**src/rtl/vector_pack_ctrl.sv**
```systemverilog
// ============================================================================
// Module   : vector_pack_ctrl
// Purpose  : Packs NIB_NUM serial nibbles (first nibble in LSBs) into one word
//            behind a registered valid/ready output, with explicit flush.
//            Optional idle-timeout flush: define VECTOR_PACK_TIMEOUT_EN.
// Revision : 1.0 - initial release
// ============================================================================
`default_nettype none

module vector_pack_ctrl #(
  parameter int NIB_W   = 4,
  parameter int NIB_NUM = 3,
  parameter int TIMEOUT = 15,
  parameter int CNT_W   = $clog2(NIB_NUM + 1)
) (
  input  logic                     clk,
  input  logic                     rst_n,
  input  logic                     nib_valid_in,
  input  logic [NIB_W-1:0]         nib_data_in,
  output logic                     nib_ready_out,
  input  logic                     flush_in,
  output logic                     word_valid_out,
  output logic [NIB_W*NIB_NUM-1:0] word_data_out,
  output logic [CNT_W-1:0]         word_cnt_out,
  input  logic                     word_ready_in,
  output logic                     busy_out
);

  localparam int               c_WORD_W = NIB_W * NIB_NUM;
  localparam logic [CNT_W-1:0] c_FULL   = CNT_W'(NIB_NUM);

  typedef enum logic [1:0] {
    S_IDLE = 2'd0,
    S_FILL = 2'd1,
    S_HOLD = 2'd2
  } state_t;

  state_t                r_state;
  logic [c_WORD_W-1:0]   r_data;
  logic [CNT_W-1:0]      r_cnt;
  logic                  r_word_valid;
  logic [c_WORD_W-1:0]   r_word_data;
  logic [CNT_W-1:0]      r_word_cnt;

  logic                  w_nib_acc;
  logic                  w_slot_free;
  logic                  w_flush;
  logic                  w_tmo;
  logic [c_WORD_W-1:0]   w_data_nx;
  logic [CNT_W-1:0]      w_cnt_nx;
  logic                  w_complete;
  logic                  w_load;
  logic [c_WORD_W-1:0]   w_load_data;
  logic [CNT_W-1:0]      w_load_cnt;
  logic                  w_stay_fill;

  assign w_nib_acc   = nib_valid_in & (r_state != S_HOLD);
  assign w_slot_free = ~r_word_valid | word_ready_in;
  assign w_flush     = flush_in | w_tmo;
  assign w_cnt_nx    = r_cnt + {{(CNT_W-1){1'b0}}, w_nib_acc};

  // The collector is cleared whenever a word leaves it, so only the slot
  // addressed by the current count ever needs writing.
  always_comb begin
    w_data_nx = r_data;
    for (int k = 0; k < NIB_NUM; k++) begin
      if (w_nib_acc && (r_cnt == CNT_W'(k))) begin
        w_data_nx[k*NIB_W +: NIB_W] = nib_data_in;
      end
    end
  end

  // A flush with nothing collected (and nothing arriving) is not a word.
  assign w_complete  = (r_state != S_HOLD) &
                       ((w_cnt_nx == c_FULL) | (w_flush & (w_cnt_nx != '0)));
  assign w_load      = (r_state == S_HOLD) ? w_slot_free : (w_complete & w_slot_free);
  assign w_load_data = (r_state == S_HOLD) ? r_data : w_data_nx;
  assign w_load_cnt  = (r_state == S_HOLD) ? r_cnt  : w_cnt_nx;
  assign w_stay_fill = (r_state != S_HOLD) & ~w_complete & (w_cnt_nx != '0);

  always_ff @(posedge clk or negedge rst_n) begin
    if (!rst_n) begin
      r_state      <= S_IDLE;
      r_data       <= '0;
      r_cnt        <= '0;
      r_word_valid <= 1'b0;
      r_word_data  <= '0;
      r_word_cnt   <= '0;
    end else begin
      if (w_load) begin
        r_word_valid <= 1'b1;
        r_word_data  <= w_load_data;
        r_word_cnt   <= w_load_cnt;
      end else if (word_ready_in) begin
        r_word_valid <= 1'b0;
      end

      case (r_state)
        S_HOLD: begin
          if (w_slot_free) begin
            r_state <= S_IDLE;
            r_data  <= '0;
            r_cnt   <= '0;
          end
        end
        default: begin
          if (w_complete && w_slot_free) begin
            r_state <= S_IDLE;
            r_data  <= '0;
            r_cnt   <= '0;
          end else if (w_complete) begin
            r_state <= S_HOLD;
            r_data  <= w_data_nx;
            r_cnt   <= w_cnt_nx;
          end else begin
            r_state <= (w_cnt_nx == '0) ? S_IDLE : S_FILL;
            r_data  <= w_data_nx;
            r_cnt   <= w_cnt_nx;
          end
        end
      endcase
    end
  end

`ifdef VECTOR_PACK_TIMEOUT_EN
  localparam int              c_IDLE_W = $clog2(TIMEOUT + 1);
  localparam logic [c_IDLE_W-1:0] c_IDLE_LAST = c_IDLE_W'(TIMEOUT - 1);

  logic [c_IDLE_W-1:0] r_idle;

  assign w_tmo = (r_state == S_FILL) & ~w_nib_acc & (r_idle == c_IDLE_LAST);

  always_ff @(posedge clk or negedge rst_n) begin
    if (!rst_n) begin
      r_idle <= '0;
    end else if (w_stay_fill && !w_nib_acc) begin
      r_idle <= r_idle + 1'b1;
    end else begin
      r_idle <= '0;
    end
  end
`else
  logic w_timeout_unused;

  assign w_tmo            = 1'b0;
  assign w_timeout_unused = (TIMEOUT != 0) & w_stay_fill;
`endif

  assign nib_ready_out  = (r_state != S_HOLD);
  assign busy_out       = (r_state != S_IDLE) | r_word_valid;
  assign word_valid_out = r_word_valid;
  assign word_data_out  = r_word_data;
  assign word_cnt_out   = r_word_cnt;

endmodule

`default_nettype wire
```
**config.mk**
```make
export PLATFORM = sky130hd
export DESIGN_NAME = vector_pack_ctrl
export DESIGN_NICKNAME = d
export VERILOG_FILES = /design/src/rtl/vector_pack_ctrl.sv
export SDC_FILE = /design/constraint.sdc
export NUM_CORES = 1
export LEC_CHECK = 0
export CAP_MARGIN = 40
export CORE_MARGIN = 2
export CORE_UTILIZATION = 50
export CTS_BUF_LIST = sky130_fd_sc_hd__clkbuf_8 sky130_fd_sc_hd__clkbuf_16
export DETAILED_ROUTE_END_ITERATION = 12
export GPL_ROUTABILITY_DRIVEN = 0
export PLACE_DENSITY_LB_ADDON = 0.15
export SYNTH_ARGS = -nofsm -noshare
export SYNTH_HDL_FRONTEND = slang
export SYNTH_SLANG_ARGS = --single-unit
```
**constraint.sdc**
```tcl
create_clock -name clk -period 3.2 [get_ports clk]
set_input_delay 0.8 -clock clk [delete_from_list [all_inputs] [get_ports clk]]
set_output_delay 0.8 -clock clk [all_outputs]
set_load 0.1 [all_outputs]
```
==> summary.txt, run 1 <==
Run
  – Max Cap Viol: 0

Critical path
  – CP max-delay cell: a21oi_4
  – CP cell instances: and2b_1 > inv_1 > and2_1 > ha_1 > xor2_1 > a21oi_1 > a21oi_4 > buf_4 > mux2i_1
  – CP Launch Type: flop
  – Crit path kind: reg2reg
  – CP arrival: 2930 ps
  – Critical Path RT: 3400 ps
  – R2r worst-path depth: 9
  – CP top delay family: simple AND/OR/NAND/NOR gates
  – Reg-to-reg slack, setup: 470 ps
  – Worst reg2reg startpoint: r_state[0]$_DFFE_PN0P_
  – CP Buf/Inv Count: 2
  – Critical path peak fanout: 13
  – Reg2reg end: word_data_out[7]$_DFFE_PN0P_
  – Crit path largest cell delay: 440 ps
  – Critical path capture point type: flop

Cells and area
  – Fin area: 1709 um^2
  – Diode count: 0
  – NumNets Final: 152
  – Post-Route Utilization: 0.6776
  – Layout cell share with drive strength beyond 1: 0.2867
  – Area grow syn2layout: 25.90%

STA
  – Relative slew slack: 0.6097
  – Minimum clock period: 2733 ps
  – Max-slew violation count: 0
  – Final hold vios: 0
  – Actual slew at the worst max-slew pin: 583.9 ps
  – Max Fclk: 365.9 MHz
  – RSZ-0062 raised after global routing: no
  – Finish-stage setup viols: 0
  – PnR worst setup slack: 467.1 ps
  – Tcrit/Tclk final: 0.8540
  – Total negative slack: 0 ps
  – Fin Clk Skew: 5.981 ps

Synthesis
  – Share of flip-flops with an asynchronous set or reset: 1.000
  – Syn Area/Cell: 12.45 um^2
  – Syn Inst Count: 109
  – Synth top cells by count: 31 x dfrtp_1, 15 x mux2i_1, 11 x mux2_2
  – Post-synth EDFFs: 0
  – Sequential area share after synthesis: 0.5714
  – Post-synthesis register bit count: 31
  – Synth top area cells: dfrtp_1 57%, mux2i_1 11%, mux2_2 9.1%
  – Yosys cell types: 26
  – Top cell type's share of synthesized area: 0.5714
  – Mapped cell area: 1358 um^2
  – Dominant synthesized flop cell: dfrtp_1
  – Synth warnings: 0
  – Most common cell in the netlist: dfrtp_1
  – Yosys top cell by area: dfrtp_1
  – Syn nets: 119

Clocking
  – Clock Pin Slew Worst Setup and Hold Paths: 70 ps
  – Max Root-Sink Buffers: 2
  – Total CTS buffers: 5
  – Setup bufs post-CTS: 0
  – CTS tree: done
  – CTS Hold Buffers Added: 0
  – Skew-Pair Late Insertion Delay: 280 ps
  – H-Tree Depth: 2
  – Clock tree root buffer cell: clkbuf_8
  – Post_cts resized: 0
  – Clk sink count: 31

Die
  – Die Wd: 56.11 um
  – DIE AREA: 3148 um^2
  – Core area: 2522 um^2
  – Starting Density: 0.5382
  – Die H: 56.11 um
  – IO Pins: 26
  – # rows: 18

Routing
  – Post-route DRC: 0
  – Met2 wire length: 1172 um
  – Drt pass-1 iters: 4
  – Routed met3 length: 117 um
  – Total wire length: 2446 um
  – Post-DR vias/cell: 5.092
  – DR top layer: met4
  – Met1 WL: 1105 um
  – Vias: 881
  – Average wire per standard cell: 14.14 um
  – DR iter-0 viols: 20
  – Antenna-violating nets left: 0

Hold path
  – Hold Path End: word_data_out[4]$_DFFE_PN0P_
  – Hold path start: word_data_out[4]$_DFFE_PN0P_
  – Hold Crit Class: reg2reg
  – Hold path depth: 1

Global route
  – Initial antenna violation count: 0
  – Vias in the first global route: 923
  – Gr usage total: 0.1775
  – Largest net degree at the start of global routing: 32
  – GRT overflow: 0
  – First-pass GRT wire length: 4160 um

Placement
  – DPL Wire Length: 1722 um
  – Setup WS pre-CTS: 203.1 ps
  – Dpl cell area: 1609 um^2
  – Port Buf Inserts: 25

Run status
  – Status: finished, final reports clean
## worst max-delay path by stage
stage	endpoint	cells past startpoint	startpoint	slack (ps)
floorplan	word_cnt_out[0]$_DFFE_PN0P_	9	r_state[1]$_DFFE_PN0P_	630
global placement	word_data_out[6]$_DFFE_PN0P_	8	nib_valid_in	330
detailed placement	word_data_out[7]$_DFFE_PN0P_	8	nib_valid_in	200
CTS	word_data_out[7]$_DFFE_PN0P_	8	nib_valid_in	490
global route	word_data_out[7]$_DFFE_PN0P_	9	r_state[0]$_DFFE_PN0P_	290
finish	word_data_out[7]$_DFFE_PN0P_	9	r_state[0]$_DFFE_PN0P_	470
## registers in the layout (all words and copies together) (netlist names)
signal / count
r_data: 12
r_cnt: 2
word_data_out: 12
word_valid_out: 1
r_state: 2
word_cnt_out: 2
## layout by cell type (no fill, tap or decap), drive strengths merged
cell type	synthesis	final
dfrtp	31	31
buf	3	21
mux2i	15	15
mux2	11	11
inv	9	10
nor2	10	10
clkdlybuf4s50	0	8
clkbuf	0	7
nand2	6	6
nor2b	5	5
a21oi	3	3
nand4b	2	2
xor2	2	2
and2b	1	1
and2	1	1
or3	1	1
nand2b	1	1
o31ai	1	1
nor4b	1	1
o21a	1	1
xnor2	1	1
nor3	1	1
o21ai	1	1
a32o	1	1
ha	1	1
## kinds of logic (layout without fill, tap and decap cells)
logic type,Yosys count,in the layout,synth area share
adder cells (fa/ha/maj),1,1,0.009215
AND/OR/NAND/NOR,29,29,0.1143
buffers and inverters,12,46,0.04239
multiplexers,26,26,0.2018
AO/OA/AOI/OAI,7,7,0.04148
flip-flops,31,31,0.5714
XOR/XNOR,3,3,0.01936
## final cells by class
class                      count  area [um^2]
clock inverter                 1        3.754
multi-input combinational     66        524.3
timing repair buffer          29        237.7
fill                         201        813.3
sequential                    31        775.7
inverter                       9        33.78
clock buffer                   7        96.34
tap                           30        37.54
## per-stage QoR
| step | hold WS [ps] | cells |
|---|---|---|
| 4_1_cts | 515.1 | 173 |
| 2_1_floorplan | 484.2 | 109 |
| 5_1_grt | 526.3 | 173 |
| 3_3_place_gp | 495.3 | 165 |
| 3_5_place_dp | 500.8 | 165 |
| 6_report | 510.9 | 173 |
## worst reg2reg max path, stage by stage, from the launching register on
cell and delay (ps):
dfrtp_1 370, and2b_1 340, inv_1 240, and2_1 230, ha_1 200, xor2_1 230
a21oi_1 130, a21oi_4 440, buf_4 270, mux2i_1 200
## routing by layer
metal	GRT usage	vias up
met5	0	-
met4	0.09184	0
met3	0.06977	7
met2	0.2655	20
met1	0.2211	426
li1	-	428
Power of run 1 is left out: the tool's default activity adds up to more than one toggle a clock period on the data nets, which glitch-free logic cannot reach.
==> run 2, diff against run 1 <==
Settings changed: PLACE_DENSITY set to 0.83, PLACE_DENSITY_LB_ADDON 0.15 to unset.
==> run 2 against run 1 <==
  * Sequential share of layout area up 0.20 points
  * Critical path depth down 1
  * Count of clock-buffer cells in the layout unchanged
  * Clock skew down 1.3 ps
==> summary.txt, run 2 (synthesis results as in run 1) <==
Clocking
  – Clock tree root buffer cell: clkbuf_8 (unchanged)
  – Clk sink count: 31 (unchanged)
  – Clock Pin Slew Worst Setup and Hold Paths: 60 ps (was 70 ps)
  – Max Root-Sink Buffers: 2 (unchanged)
  – H-Tree Depth: 2 (unchanged)
  – CTS tree: done (unchanged)
  – Post_cts resized: 0 (unchanged)
  – Skew-Pair Late Insertion Delay: 280 ps (about the same)
  – CTS Hold Buffers Added: 0 (unchanged)
  – Setup bufs post-CTS: 0 (unchanged)
  – Total CTS buffers: 5 (unchanged)

Placement
  – Setup WS pre-CTS: 173.6 ps (was 203.1 ps)
  – DPL Wire Length: 1765 um (was 1722 um)
  – Port Buf Inserts: 25 (unchanged)

Routing
  – Total wire length: 2482 um (was 2446 um)
  – Drt pass-1 iters: 4 (unchanged)
  – Antenna-violating nets left: 0 (unchanged)
  – Post-route DRC: 0 (unchanged)
  – DR iter-0 viols: 18 (was 20)
  – Vias: 885 (was 881)
  – Post-DR vias/cell: 5.145 (was 5.092)
  – Average wire per standard cell: 14.43 um (was 14.14 um)

Die
  – Core area: 2522 um^2 (unchanged)
  – Starting Density: 0.5382 (unchanged)
  – Die H: 56.11 um (unchanged)
  – Die Wd: 56.11 um (unchanged)
  – DIE AREA: 3148 um^2 (unchanged)
  – # rows: 18 (unchanged)
  – IO Pins: 26 (unchanged)

Run status
  – Status: finished, final reports clean (unchanged)

Critical path
  – CP top delay family: buffers and inverters (was simple AND/OR/NAND/NOR gates)
  – Worst reg2reg startpoint: r_state[0]$_DFFE_PN0P_ (unchanged)
  – Crit path kind: in2reg (was reg2reg)
  – Crit path largest cell delay: 510 ps (was 440 ps)
  – CP Launch Type: input pin (was flop)
  – Reg2reg end: word_data_out[7]$_DFFE_PN0P_ (unchanged)
  – Critical path peak fanout: 16 (was 13)
  – Critical path capture point type: flop (unchanged)
  – R2r worst-path depth: 9 (unchanged)
  – Worst setup path endpoint: word_data_out[7]$_DFFE_PN0P_ (unchanged)
  – CP max-delay cell: clkdlybuf4s50_1 (was a21oi_4)
  – CP Buf/Inv Count: 2 (unchanged)
  – CP cell instances: clkdlybuf4s50_1 > and2_1 > ha_1 > xor2_1 > a21oi_1 > a21oi_4 > buf_4 > mux2i_1 (was and2b_1 > inv_1 > and2_1 > ha_1 > xor2_1 > a21oi_1 > a21oi_4 > buf_4 > mux2i_1)
  – Cell count along the critical path: 8 (was 9)
  – Critical Path RT: 3400 ps (about the same)
  – CP arrival: 2930 ps (about the same)
  – Crit path launch: nib_valid_in (was r_state[0]$_DFFE_PN0P_)
  – Reg-to-reg slack, setup: 520 ps (was 470 ps)

STA
  – Minimum clock period: 2728 ps (was 2733 ps)
  – Max Fclk: 366.6 MHz (was 365.9 MHz)
  – Relative slew slack: 0.6169 (was 0.6097)
  – Actual slew at the worst max-slew pin: 573.1 ps (was 583.9 ps)
  – Fin Clk Skew: 4.634 ps (was 5.981 ps)
  – Finish-stage setup viols: 0 (unchanged)
  – Tcrit/Tclk final: 0.8525 (was 0.8540)
  – RSZ-0062 raised after global routing: no (unchanged)
  – Max-slew violation count: 0 (unchanged)
  – Total negative slack: 0 ps (unchanged)
  – PnR worst setup slack: 471.9 ps (was 467.1 ps)
  – Final hold vios: 0 (unchanged)

Run
  – Max Cap Viol: 0 (unchanged)

Global route
  – First-pass GRT wire length: 4243 um (was 4160 um)
  – GRT overflow: 0 (unchanged)
  – Initial antenna violation count: 0 (unchanged)
  – Largest net degree at the start of global routing: 32 (unchanged)
  – Gr usage total: 0.1813 (was 0.1775)
  – Vias in the first global route: 936 (was 923)

Cells and area
  – Diode count: 0 (unchanged)
  – NumNets Final: 151 (was 152)
  – Layout cell share with drive strength beyond 1: 0.2817 (was 0.2867)
  – Commonest non-fill, non-tap cells in the layout: 31 x dfrtp_1, 20 x buf_4, 15 x mux2i_1 (was 31 x dfrtp_1, 21 x buf_4, 15 x mux2i_1)
  – Most common cell after layout, fill and taps aside: dfrtp_1 (unchanged)
  – Area grow syn2layout: 25.35% (was 25.90%)

Hold path
  – Hold Crit Class: reg2reg (unchanged)
==> run 2: changes by cell type in the layout (fill, tap and decap cells not counted), sizes merged <==
cell  change
buf       -1
==> run 2: cell type report <==
class | count | area [um^2]
fillers | 190 | 820.8
repair buffers | 28 | 230.2
clock inverters | 1 | 3.754
well taps | 30 | 37.54
flip-flops and latches | 31 | 775.7
clock buffers | 7 | 96.34
inverters | 9 | 33.78
multi-input cells | 66 | 524.3
==> run 2: how the worst min path moves through the flow <==
stage | depth (start not counted) | start | end | slack [ps]
2_1_floorplan | 2 | r_data[10]$_DFFE_PN0P_ | r_data[10]$_DFFE_PN0P_ | 480
3_3_place_gp | 1 | word_data_out[1]$_DFFE_PN0P_ | word_data_out[1]$_DFFE_PN0P_ | 490
3_5_place_dp | 1 | word_data_out[0]$_DFFE_PN0P_ | word_data_out[0]$_DFFE_PN0P_ | 500
4_1_cts | 1 | word_cnt_out[0]$_DFFE_PN0P_ | word_cnt_out[0]$_DFFE_PN0P_ | 520
5_1_grt | 1 | word_data_out[1]$_DFFE_PN0P_ | word_data_out[1]$_DFFE_PN0P_ | 540
6_report | 1 | word_cnt_out[0]$_DFFE_PN0P_ | word_cnt_out[0]$_DFFE_PN0P_ | 510
==> run 2: stage by stage <==
step / area (um^2) / instances / hold slack, ps / util
6_report: 1702 / 172 / 514.9 / 0.6746
5_1_grt: 1702 / 172 / 539.3 / 0.6746
4_1_cts: 1702 / 172 / 520.6 / 0.6746
3_5_place_dp: 1602 / 164 / 502.8 / 0.6349
3_3_place_gp: 1602 / 164 / 493.2 / 0.6349
2_1_floorplan: 1358 / 109 / 484.2 / -
==> run 2: metal layers <==
metal | track usage | vias to the layer above | share of wire
li1 | - | 424 | -
met2 | 0.2924 | 23 | 0.50
met5 | 0 | - | 0
met4 | 0.07483 | 0 | 0.014
met1 | 0.2136 | 433 | 0.44
met3 | 0.07442 | 5 | 0.053
Power of run 2 is left out for the same reason.
